--- src/rtl/user_step_input_if.sv ---
// Front-panel bundle between the raw panel controls and the step/mode outputs
// that feed the user clock generator.
interface user_step_input_if;
  logic       button_raw;
  logic [1:0] switches_raw;
  logic       step;
  logic [1:0] mode;

  modport master (output button_raw, output switches_raw, input step, input mode);
  modport slave  (input button_raw, input switches_raw, output step, output mode);
endinterface

--- src/rtl/user_step_input.sv ---
// Synchronizes and debounces the single-step button and mode switches, turning each
// press into fixed-width step pulses with auto-repeat; mode only updates while idle.
module user_step_input #(
  parameter int unsigned DEBOUNCE_CYCLES = 500000,
  parameter int unsigned PULSE_CYCLES    = 2500000,
  parameter int unsigned REPEAT_DELAY    = 25000000,
  parameter int unsigned REPEAT_PERIOD   = 5000000
) (
  input logic             source_clock,
  input logic             reset,
  user_step_input_if.slave bus
);

  localparam int unsigned CNT_W = 32;
  localparam int unsigned NCH   = 3;

  localparam logic [1:0] IDLE  = 2'd0;
  localparam logic [1:0] PULSE = 2'd1;
  localparam logic [1:0] WAIT  = 2'd2;

  logic [NCH-1:0]   raw;
  logic [NCH-1:0]   sync1;
  logic [NCH-1:0]   sync2;
  logic [NCH-1:0]   stable;
  logic [CNT_W-1:0] db_cnt [NCH];

  logic             btn;
  logic             btn_prev;
  logic [1:0]       sw;

  logic [1:0]       state;
  logic [1:0]       state_next;
  logic             step_q;
  logic             step_next;
  logic             repeating;
  logic             repeating_next;
  logic [CNT_W-1:0] timer;
  logic [CNT_W-1:0] timer_next;
  logic [CNT_W-1:0] timer_inc;
  logic [CNT_W-1:0] interval;
  logic [1:0]       mode_q;

  // Channel 0 is the button, channels 2:1 are the mode switches.
  assign raw = {bus.switches_raw, bus.button_raw};
  assign btn = stable[0];
  assign sw  = stable[2:1];

  // Two-flop synchronizer followed by a per-channel stability counter.
  always_ff @(negedge source_clock) begin
    if (reset) begin
      sync1  <= '0;
      sync2  <= '0;
      stable <= '0;
      for (int unsigned i = 0; i < NCH; i++) begin
        db_cnt[i] <= '0;
      end
    end else begin
      sync1 <= raw;
      sync2 <= sync1;
      for (int unsigned i = 0; i < NCH; i++) begin
        if (sync2[i] == stable[i]) begin
          db_cnt[i] <= '0;
        end else if (db_cnt[i] + CNT_W'(1) == CNT_W'(DEBOUNCE_CYCLES)) begin
          stable[i] <= sync2[i];
          db_cnt[i] <= '0;
        end else begin
          db_cnt[i] <= db_cnt[i] + CNT_W'(1);
        end
      end
    end
  end

  assign timer_inc = timer + CNT_W'(1);
  assign interval  = repeating ? CNT_W'(REPEAT_PERIOD) : CNT_W'(REPEAT_DELAY);

  // Step sequencing: pulse on press, then auto-repeat while held.
  always_comb begin
    state_next     = state;
    step_next      = step_q;
    repeating_next = repeating;
    timer_next     = timer_inc;
    case (state)
      IDLE: begin
        step_next      = 1'b0;
        repeating_next = 1'b0;
        timer_next     = '0;
        if (btn && !btn_prev) begin
          state_next = PULSE;
          step_next  = 1'b1;
        end
      end
      PULSE: begin
        if (timer_inc == CNT_W'(PULSE_CYCLES)) begin
          step_next  = 1'b0;
          state_next = WAIT;
        end
      end
      WAIT: begin
        // Release wins over a coincident repeat so a held-then-released button never extra-steps.
        if (!btn) begin
          state_next     = IDLE;
          repeating_next = 1'b0;
          timer_next     = '0;
        end else if (timer_inc == interval) begin
          state_next     = PULSE;
          step_next      = 1'b1;
          repeating_next = 1'b1;
          timer_next     = '0;
        end
      end
      default: begin
        state_next     = IDLE;
        step_next      = 1'b0;
        repeating_next = 1'b0;
        timer_next     = '0;
      end
    endcase
  end

  always_ff @(negedge source_clock) begin
    if (reset) begin
      state     <= IDLE;
      step_q    <= 1'b0;
      repeating <= 1'b0;
      timer     <= '0;
      btn_prev  <= 1'b0;
      mode_q    <= 2'b00;
    end else begin
      state     <= state_next;
      step_q    <= step_next;
      repeating <= repeating_next;
      timer     <= timer_next;
      btn_prev  <= btn;
      // Mode follows the switches only between press sequences.
      if (state == IDLE) begin
        mode_q <= sw;
      end
    end
  end

  assign bus.step = step_q;
  assign bus.mode = mode_q;

endmodule

--- src/flat_wrapper.sv ---
// flat-port wrapper written by rule: the top's interface ports become plain ports
module user_step_input_flat 
#(
  parameter int unsigned DEBOUNCE_CYCLES = 500000,
  parameter int unsigned PULSE_CYCLES    = 2500000,
  parameter int unsigned REPEAT_DELAY    = 25000000,
  parameter int unsigned REPEAT_PERIOD   = 5000000
)
  (source_clock, reset, bus_button_raw, bus_switches_raw, bus_step, bus_mode);
  user_step_input_if bus_i ();
  input logic source_clock;
  input logic reset;
  input wire logic [$bits(bus_i.button_raw)-1:0] bus_button_raw;
  input wire logic [$bits(bus_i.switches_raw)-1:0] bus_switches_raw;
  output wire logic [$bits(bus_i.step)-1:0] bus_step;
  output wire logic [$bits(bus_i.mode)-1:0] bus_mode;
  assign bus_i.button_raw = bus_button_raw;
  assign bus_i.switches_raw = bus_switches_raw;
  assign bus_step = bus_i.step;
  assign bus_mode = bus_i.mode;
  user_step_input #(.DEBOUNCE_CYCLES(DEBOUNCE_CYCLES), .PULSE_CYCLES(PULSE_CYCLES), .REPEAT_DELAY(REPEAT_DELAY), .REPEAT_PERIOD(REPEAT_PERIOD)) u_core (.source_clock(source_clock), .reset(reset), .bus(bus_i));
endmodule
--- config.mk ---
export PLATFORM = sky130hd
export DESIGN_NAME = user_step_input_flat
export DESIGN_NICKNAME = d
export VERILOG_FILES = /design/src/rtl/user_step_input_if.sv /design/src/rtl/user_step_input.sv /design/src/flat_wrapper.sv
export SDC_FILE = /design/constraint.sdc
export NUM_CORES = 1
export LEC_CHECK = 0
export ABC_AREA = 1
export CAP_MARGIN = 30
export CORE_MARGIN = 5
export CORE_UTILIZATION = 30
export CTS_BUF_LIST = sky130_fd_sc_hd__clkbuf_8 sky130_fd_sc_hd__clkbuf_16
export CTS_CLUSTER_DIAMETER = 120
export DETAILED_ROUTE_END_ITERATION = 8
export RECOVER_POWER = 100
export SLEW_MARGIN = 20
export SYNTH_ARGS = -nofsm -noshare
export SYNTH_HDL_FRONTEND = slang
export SYNTH_SLANG_ARGS = --single-unit
--- constraint.sdc ---
create_clock -name source_clock -period 4.8 [get_ports source_clock]
set_input_delay 0.96 -clock source_clock [delete_from_list [all_inputs] [get_ports source_clock]]
set_output_delay 0.96 -clock source_clock [all_outputs]
set_load 0.02 [all_outputs]
==> flow_metrics.tcl <==
set metrics [dict create \
    antenna_found_initial 0 \
    path_clk_slew_ns 0.04 \
    utilization_pct 36.8 \
    grt_max_degree 32 \
    detail_route.vias_per_cell 4.45 \
    netlist_instances 1360 \
    maxCapViolCount 0 \
    worstPathArrival_ns 3.62 \
    die_h_um 188 \
    first_pass_iters 5 \
    ys.flop_type "edfxtp_1" \
    relSlewSlack_pct 64.5 \
    start_util_pct 30.2 \
    criticalPathCategory "flip-flop to output pin" \
    hpwl_um 17200 \
    gp_congestion 0.884 \
    p_per_area_mw_per_mm2 291 \
    min_path_type "flip-flop to flip-flop" \
    num_rows 65 \
    syn_area_sq_mm 0.00948 \
    crit_fanout 3 \
    outcome "finished, final reports clean" \
    chipWidth_um 188 \
    final_nets 1637 \
    worst_pin_slew_ns 0.528 \
    wl_per_cell_um 11.0 \
    cp_num_buf_inv 1 \
    cp_cell_sequence "dlygate4sd2_1" \
    drt_iter0_markers 520 \
    hold_ws_ns 0.404 \
    drtAntennaViolNets 0 \
    yosys_warnings 0 \
    drc 0 \
    cts.sinks 144 \
    crit_family "flip-flops" \
    pin_count 8 \
    cts.htree.levels 4 \
    postLayoutCellArea_sq_mm 0.0115 \
    grt_pass1_wl_um 37900 \
    clk_latency_ns 0.46 \
    area_growth_pct 21.7 \
    drive_above_1_share_pct 4.78 \
    startpoint_type "flip-flop" \
    vias 9053 \
    finalWirelength_um 22500 \
    synth.distinct_cells 40 \
    tns_ns 0 \
    cts_made_buffers 17 \
    cp-end-kind "output pin" \
    grt.total_usage_pct 12.7 \
    async_flop_share_pct 0 \
    synth_edf_count 96 \
    peakVddDrop_uv 200 \
    slowest_stage "dfxtp_1" \
    drv_slew 0 \
    tritoncts "yes" \
    grt_pass1_vias 8824 \
    rsz0062_at_grt "false" \
    die_area_sq_mm 0.0353 \
    clk_path_buf_depth 2 \
    core_sq_mm 0.0314 \
    dpl_cell_area_sq_mm 0.0104 \
    worst_path_largest_cell_delay_ns 0.41 \
    clock-root-buffer "clkbuf_16" \
    io_buffers 7 \
    crit_required_ns 3.84 \
    synth_seq_area_share_pct 40.5 \
    grt_overflow_total 0 \
    hold_violations 0 \
    leakage_nw 5.11 \
    setup_viol 0 \
    fin_worst_skew_ns 0.0167 \
    yosys_register_bits 144 \
    fillerInstances 3328 \
    avgSynthCellArea_sq_um 6.97 \
]
## worst paths after layout
path | from | to | slack, ns | cells past startpoint
worst max-delay path | u_core.bus.step$_SDFFE_NP0P_ | bus_step | 0.22 | 1
worst min-delay path | u_core.sync1[0]$_SDFF_NP0_ | u_core.sync2[0]$_SDFF_NP0_ | 0.40 | 2
worst max register to register | u_core.db_cnt[1][0]$_SDFFCE_NN0P_ | u_core.db_cnt[1][24]$_SDFFCE_NN0P_ | 1.86 | 13
worst min register to register | u_core.sync1[0]$_SDFF_NP0_ | u_core.sync2[0]$_SDFF_NP0_ | 0.40 | 2
## worst min-delay path: stages, from the launching register on
cell     delay (ns)
dfxtp_1        0.29
inv_1          0.04
nor2_1         0.03
## per-stage QoR
stage                     cells  setup slack [ns]  total power [mW]
after floorplan            1455             0.417              1.68
after global placement     1860           -0.0628              1.72
after detailed placement   1860           -0.0981              1.72
after CTS                  2035             0.192              3.45
after global routing       2035            0.0869              3.62
final                      2036             0.215              3.36
## state kept, by name (all words and copies together) (netlist names)
signal and flops:
u_core.sync1 3, u_core.bus.mode 2, u_core.db_cnt 96, u_core.btn_prev 1, u_core.timer 32, u_core.bus.step 1, u_core.state 2, u_core.stable 3
u_core.sync2 3, u_core.repeating 1
## synthesized netlist by cell type (2+ instances only)
| cell | n | area share, % |
|---|---|---|
| a21boi_0 | 2 | 0.16 |
| a21oi_1 | 23 | 1.2 |
| and2_1 | 2 | 0.13 |
| buf_2 | 4 | 0.21 |
| buf_4 | 6 | 0.47 |
| buf_6 | 2 | 0.24 |
| clkbuf_1 | 3 | 0.12 |
| dfxtp_1 | 48 | 10 |
| edfxtp_1 | 96 | 30 |
| ha_1 | 12 | 1.6 |
| inv_1 | 202 | 8.0 |
| nand2_1 | 354 | 14 |
| nand2_2 | 9 | 0.59 |
| nand3_1 | 81 | 4.3 |
| nand3_2 | 3 | 0.32 |
| nand3b_1 | 14 | 1.1 |
| nand4_1 | 35 | 2.3 |
| nor2_1 | 286 | 11 |
| nor2_2 | 18 | 1.2 |
| nor2_4 | 3 | 0.36 |
| nor3_1 | 44 | 2.3 |
| nor3_2 | 2 | 0.21 |
| nor3b_1 | 2 | 0.16 |
| nor4_1 | 2 | 0.13 |
| o21ai_0 | 17 | 0.90 |
| o21bai_1 | 2 | 0.16 |
| or2_2 | 5 | 0.33 |
| xnor2_1 | 28 | 2.6 |
| xor2_1 | 44 | 4.1 |
## final cells by class
cell class,count,area (sq um),share of cell area (%)
Clock buffer,17,425,3.69
Clock inverter,159,722,6.25
Antenna cell,1,2.50,0.0217
Multi-Input combinational cell,1092,5100,44.2
Timing Repair Buffer,19,190,1.65
Inverter,202,758,6.57
Tap cell,402,503,4.36
Sequential cell,144,3840,33.3
## power breakdown
group          switching, mW  internal (mW)  total (mW)
logic                 0.0791         0.0397       0.119
clock network          0.849          0.985        1.83
registers             0.0363           1.37        1.41
## metal layers
metal  track usage, %  part of all wire [%]
met1             15.4                    45
met4             7.03                   2.1
met2             20.4                    47
met3             3.63                   5.1
met5                0                     0
## logic make-up after synthesis
group	count (synthesis)	synth area share (%)
compound gates	47	2.65
xor+xnor	72	6.65
fa+ha+maj	12	1.58
buf+inv	219	9.29
flops	144	40.5
other cells	1	0.0395
simple gates	865	39.3
## repair_timing
action | 4_1_cts | 5_1_grt
setup buffers | 0 | 0
setup endpoints to repair | 3 | 0
hold buffers | 0 | 0
gates resized for setup | 3 | 0
## placed cells by master (no fill, tap or decap), types with 23 or more instances in the layout
cell and instances:
a21oi_1 23, conb_1 96, dfxtp_1 48, edfxtp_1 96, inv_1 346, nand2_1 354, nand3_1 81, nand4_1 35
nor2_1 293, nor3_1 44, xnor2_1 28, xor2_1 44
Power figures use the tool's default switching activity.
